### src/rtl/wsn_air_channel_pkg.sv
// Shared definitions for the radio medium model: air-sample field layout and defaults.
package wsn_air_channel_pkg;

  localparam int unsigned TIMEOUT_DEFAULT = 32'd1000000;

  localparam int VALID_OFS   = 0;
  localparam int COL_OFS     = 1;
  localparam int BIT_OFS     = 2;
  localparam int SRCMASK_OFS = 3;

  // Per-source bits ride behind the source mask so each receiver ORs only what it can hear.
  function automatic int srcbits_ofs(input int n);
    return SRCMASK_OFS + n;
  endfunction

  function automatic int sample_w(input int n);
    return 3 + 2 * n;
  endfunction

endpackage

### src/rtl/wsn_air_channel_delay_line.sv
// W-bit, DEPTH-stage shift register with synchronous clear; every stage is exposed as a tap.
module wsn_air_channel_delay_line #(
  parameter int W     = 8,
  parameter int DEPTH = 4
) (
  input  logic               clk,
  input  logic               reset,
  input  logic [W-1:0]       din,
  output logic [DEPTH*W-1:0] taps
);

  logic [W-1:0] stage [DEPTH];

  always_ff @(posedge clk) begin
    if (reset) begin
      for (int k = 0; k < DEPTH; k++) stage[k] <= '0;
    end else begin
      stage[0] <= din;
      for (int k = 1; k < DEPTH; k++) stage[k] <= stage[k-1];
    end
  end

  for (genvar k = 0; k < DEPTH; k++) begin : g_tap
    assign taps[k*W +: W] = stage[k];
  end

endmodule

### src/rtl/wsn_air_channel.sv
// Shared radio medium: delayed per-receiver delivery, carrier sense, collision count, trap/timeout end-of-sim.
module wsn_air_channel
  import wsn_air_channel_pkg::*;
#(
  parameter int                           N_NODES   = 2,
  parameter int                           DELAY     = 4,
  parameter logic [N_NODES*N_NODES-1:0]   LINK_MASK = '1,
  parameter int unsigned                  TIMEOUT   = TIMEOUT_DEFAULT,
  parameter int                           CNT_W     = 16,
  localparam int                          ID_W      = $clog2(N_NODES)
) (
  input  logic               clk,
  input  logic               reset,
  input  logic [N_NODES-1:0] tx_en_i,
  input  logic [N_NODES-1:0] tx_bit_i,
  output logic [N_NODES-1:0] rx_valid_o,
  output logic [N_NODES-1:0] rx_bit_o,
  output logic [N_NODES-1:0] rx_col_o,
  output logic [N_NODES-1:0] cs_o,
  output logic [CNT_W-1:0]   col_cnt_o,
  input  logic [N_NODES-1:0] trap_i,
  output logic               trap_vld_o,
  output logic [ID_W-1:0]    trap_id_o,
  output logic               timeout_o,
  output logic               done_o
);

  localparam int SW = sample_w(N_NODES);
  localparam int SB = srcbits_ofs(N_NODES);

  function automatic logic multi(input logic [N_NODES-1:0] v);
    return (v & (v - N_NODES'(1))) != '0;
  endfunction

  int                    n_tx;
  logic [SW-1:0]         launch;
  logic [DELAY*SW-1:0]   taps;
  logic [SW-1:0]         arrive;
  logic [N_NODES-1:0]    cs_next;
  logic [ID_W-1:0]       first_id;
  logic                  capture;
  logic                  tmo_hit;
  logic [31:0]           tmo_cnt;
  logic                  unused_taps;

  // Launch: build the air sample for this cycle
  always_comb begin
    n_tx = 0;
    for (int j = 0; j < N_NODES; j++) n_tx = n_tx + int'(tx_en_i[j]);
    launch                         = '0;
    launch[VALID_OFS]              = |tx_en_i;
    launch[COL_OFS]                = (n_tx >= 2);
    launch[BIT_OFS]                = |(tx_en_i & tx_bit_i);
    launch[SRCMASK_OFS +: N_NODES] = tx_en_i;
    launch[SB +: N_NODES]          = tx_en_i & tx_bit_i;
  end

  wsn_air_channel_delay_line #(.W(SW), .DEPTH(DELAY)) u_air (
    .clk   (clk),
    .reset (reset),
    .din   (launch),
    .taps  (taps)
  );

  assign arrive      = taps[(DELAY-1)*SW +: SW];
  assign unused_taps = ^taps;

  // Delivery and carrier sense, one slice per receiver
  for (genvar i = 0; i < N_NODES; i++) begin : g_rx
    localparam logic [N_NODES-1:0] HEAR = LINK_MASK[i*N_NODES +: N_NODES] & ~(N_NODES'(1) << i);
    logic [N_NODES-1:0] aud_src;
    logic [N_NODES-1:0] aud_bits;
    logic               cs_d;

    assign aud_src       = arrive[SRCMASK_OFS +: N_NODES] & HEAR;
    assign aud_bits      = arrive[SB +: N_NODES] & HEAR;
    assign rx_valid_o[i] = arrive[VALID_OFS] & (|aud_src);
    assign rx_bit_o[i]   = rx_valid_o[i] & (|aud_bits);
    assign rx_col_o[i]   = rx_valid_o[i] & (multi(aud_src) | tx_en_i[i]);

    always_comb begin
      cs_d = |(tx_en_i & HEAR);
      for (int k = 0; k < DELAY; k++) begin
        if (taps[k*SW + VALID_OFS] && ((taps[k*SW + SRCMASK_OFS +: N_NODES] & HEAR) != '0))
          cs_d = 1'b1;
      end
    end
    assign cs_next[i] = cs_d;
  end

  always_comb begin
    first_id = '0;
    for (int j = N_NODES - 1; j >= 0; j--) begin
      if (trap_i[j]) first_id = ID_W'(j);
    end
  end

  // A trap landing on the timeout cycle wins; the timeout is suppressed.
  assign capture = ~trap_vld_o & (|trap_i);
  assign tmo_hit = (TIMEOUT != 0) && !done_o && !capture && (tmo_cnt == TIMEOUT - 1);

  // Registered status: carrier sense, collision count, end-of-simulation flags
  always_ff @(posedge clk) begin
    if (reset) begin
      cs_o       <= '0;
      col_cnt_o  <= '0;
      trap_vld_o <= 1'b0;
      trap_id_o  <= '0;
      timeout_o  <= 1'b0;
      done_o     <= 1'b0;
      tmo_cnt    <= '0;
    end else begin
      cs_o <= cs_next;
      if (n_tx >= 2 && col_cnt_o != '1) col_cnt_o <= col_cnt_o + CNT_W'(1);
      if (capture) begin
        trap_vld_o <= 1'b1;
        trap_id_o  <= first_id;
      end
      if (tmo_hit) timeout_o <= 1'b1;
      if (capture || tmo_hit) done_o <= 1'b1;
      if (!done_o) tmo_cnt <= tmo_cnt + 32'd1;
    end
  end

endmodule

### config.mk
export PLATFORM = sky130hd
export DESIGN_NAME = wsn_air_channel
export DESIGN_NICKNAME = d
export VERILOG_FILES = /design/src/rtl/wsn_air_channel_pkg.sv /design/src/rtl/wsn_air_channel_delay_line.sv /design/src/rtl/wsn_air_channel.sv
export SDC_FILE = /design/constraint.sdc
export NUM_CORES = 1
export LEC_CHECK = 0
export BUFFER_PORTS_ARGS = -buffer_cell sky130_fd_sc_hd__buf_2
export CORE_UTILIZATION = 58
export CTS_CLUSTER_SIZE = 10
export DETAILED_ROUTE_END_ITERATION = 7
export PLACE_DENSITY = 0.81
export SLEW_MARGIN = 0
export SYNTH_ARGS = -nofsm -noshare
export SYNTH_HDL_FRONTEND = slang
export SYNTH_HIERARCHICAL = 1
export SYNTH_SLANG_ARGS = --single-unit
### constraint.sdc
create_clock -name clk -period 2.7 [get_ports clk]
set_clock_uncertainty 0.2 [all_clocks]
set_input_delay 0.405 -clock clk [delete_from_list [all_inputs] [get_ports clk]]
set_output_delay 0.405 -clock clk [all_outputs]
set_load 0.02 [all_outputs]
==> flow_metrics.env <==
export IMPL_dieArea_um2=5972
export IMPL_fin_crit_ps=2276
export IMPL_drt_iter0_markers=147
export IMPL_ctsResizeCount=0
export IMPL_fin_crit_sh=0.8430
export IMPL_antenna_found_initial=0
export IMPL_grt_usage=0.2360
export IMPL_worstPathRequired_ps=2780
export IMPL_ctsHoldBuffers=0
export IMPL_totalWireLength_um=6491
export IMPL_setup_slack_ps=423.8
export IMPL_syn_to_final_growth_pct=11.34
export IMPL_wl_per_cell_um=13.93
export IMPL_synth_nets=368
export IMPL_start_util=0.6006
export IMPL_layout_commonest_cell="dfxtp_1"
export IMPL_hp_class="input pin to register"
export IMPL_clkSlewWorstSetupHoldPaths_ps=70
export IMPL_r2r_end="tmo_cnt[29]"
export IMPL_grt_ovfl_total=0
export IMPL_drc=0
export IMPL_whs_ps=50.90
export IMPL_outcome="complete, no violations"
export IMPL_avgViaCountPerCell=5.906
export IMPL_cts_tree="done"
export IMPL_crit_end="tmo_cnt[29]"
export IMPL_synthCells=358
export IMPL_cp_max_fo=24
export IMPL_first_global_vias=2549
export IMPL_n_fill_cell=464
export IMPL_antenna_left=0
export IMPL_die_w_um=77.28
export IMPL_place_hpwl_um=4335
export IMPL_reg2reg_slack_ps=420
export IMPL_insertion_delay_ps=350
export IMPL_rr_startpoint="tmo_cnt[7]"
export IMPL_dp_slack_ps=456.8
export IMPL_grt_pass1_wl_um=11020
export IMPL_vias=2752
export IMPL_crit_path_start="tmo_cnt[7]"
export IMPL_nets=399
export IMPL_path_class="register to register"
export IMPL_numCtsBuffers=9
export IMPL_io_pins=36
export IMPL_peakVddDrop_mv=0.3303
export IMPL_portBuffers=35
export IMPL_avgSynthCellArea_um2=9.181
export IMPL_syn_area_um2=3287
export IMPL_die_h_um=77.28
export IMPL_core_area_um2=5473
export IMPL_final_hold_viol_count=0
export IMPL_hold_start="trap_i[0]"
export IMPL_diodes=0
export IMPL_tns_ps=0
export IMPL_maxSlewHeadroom=0.5316
export IMPL_cp_start_kind="register"
export IMPL_crit_arrival_ps=2360
export IMPL_rr_worst_depth=4
export IMPL_cp_end_kind="register"
export IMPL_p_leak_nw=1.333
export IMPL_rows=27
export IMPL_final_max_slew_violation_count=0
export IMPL_yosys_warnings=6
export IMPL_cts_root_buf="clkbuf_8"
export IMPL_rsz0062_at_grt="false"
export IMPL_drive_gt1_frac=0.1853
export IMPL_clock_fmax_mhz=439.3
export IMPL_drtPass1Iterations=4
export IMPL_worstMarginPinSlew_ps=696.1
export IMPL_setup_viol=0
export IMPL_final_cell_mix="dfxtp_1, buf_2, a21oi_1"
export IMPL_cap_violations=0
export IMPL_place_congestion=0.7901
export IMPL_cts_buffer_depth=2
export IMPL_grt_max_degree=33
export IMPL_powerDensity_nw_per_um2=568.4
export IMPL_cts_sinks=74
export IMPL_htree_num_levels=3
export IMPL_cts_setup_buffers=0
-- layer usage --
metal / track usage / share of wire / up-vias
li1: - / - / 1392
met1: 0.2723 / 0.45 / 1296
met2: 0.3982 / 0.49 / 53
met3: 0.07619 / 0.045 / 11
met4: 0.1000 / 0.017 / 0
met5: 0 / 0 / -
-- registers in the layout, summed over array words and instances, names as in the netlist --
| signal | cells |
|---|---|
| trap_vld_o | 1 |
| trap_id_o | 1 |
| col_cnt_o | 16 |
| u_air/stage | 20 |
| cs_o | 2 |
| tmo_cnt | 32 |
| timeout_o | 1 |
| done_o | 1 |
-- report_power, final --
group	leakage [nW]	switching, W	internal, W	total (W)
Sequential	0.601	0.0000173	0.00111	0.00113
Clock	0.0945	0.000411	0.000451	0.000862
Combinational	0.638	0.0000501	0.0000375	0.0000877
Total	1.33	0.000479	0.00160	0.00208
-- layout make-up --
type / count / area (um^2) / share of cell area
clock buffer: 10 / 137.6 / 0.03761
clock inverter: 6 / 66.31 / 0.01812
inverter: 10 / 37.54 / 0.01026
multi-input combinational: 257 / 1644 / 0.4492
sequential: 74 / 1481 / 0.4048
tap: 72 / 90.09 / 0.02462
timing repair buffer: 37 / 202.7 / 0.05538
-- per-stage QoR --
stage	std cells	power, W	cell area [um^2]	utilization
2_1_floorplan	358	0.001218	3287	-
3_3_place_gp	450	0.001240	3456	0.6315
3_5_place_dp	450	0.001243	3456	0.6315
4_1_cts	466	0.002101	3660	0.6687
5_1_grt	466	0.002172	3660	0.6687
6_report	466	0.002080	3660	0.6687
-- critical path, stage by stage (launching register included) --
cell and delay, ps:
dfxtp_1 450, nand4_2 160, or4_4 700, or4_1 540, a21oi_1 160
-- how the worst min path moves through the flow --
stage                                    end  slack (ps)  cells after the start
after floorplan           u_air/stage[0][12]         210                      1
after global placement    u_air/stage[0][13]         210                      1
after detailed placement  u_air/stage[0][13]         220                      1
after CTS                          trap_id_o          40                      2
after global routing               trap_id_o          30                      2
final                              trap_id_o          50                      2
Note: power is estimated with default switching activity, not from simulation.
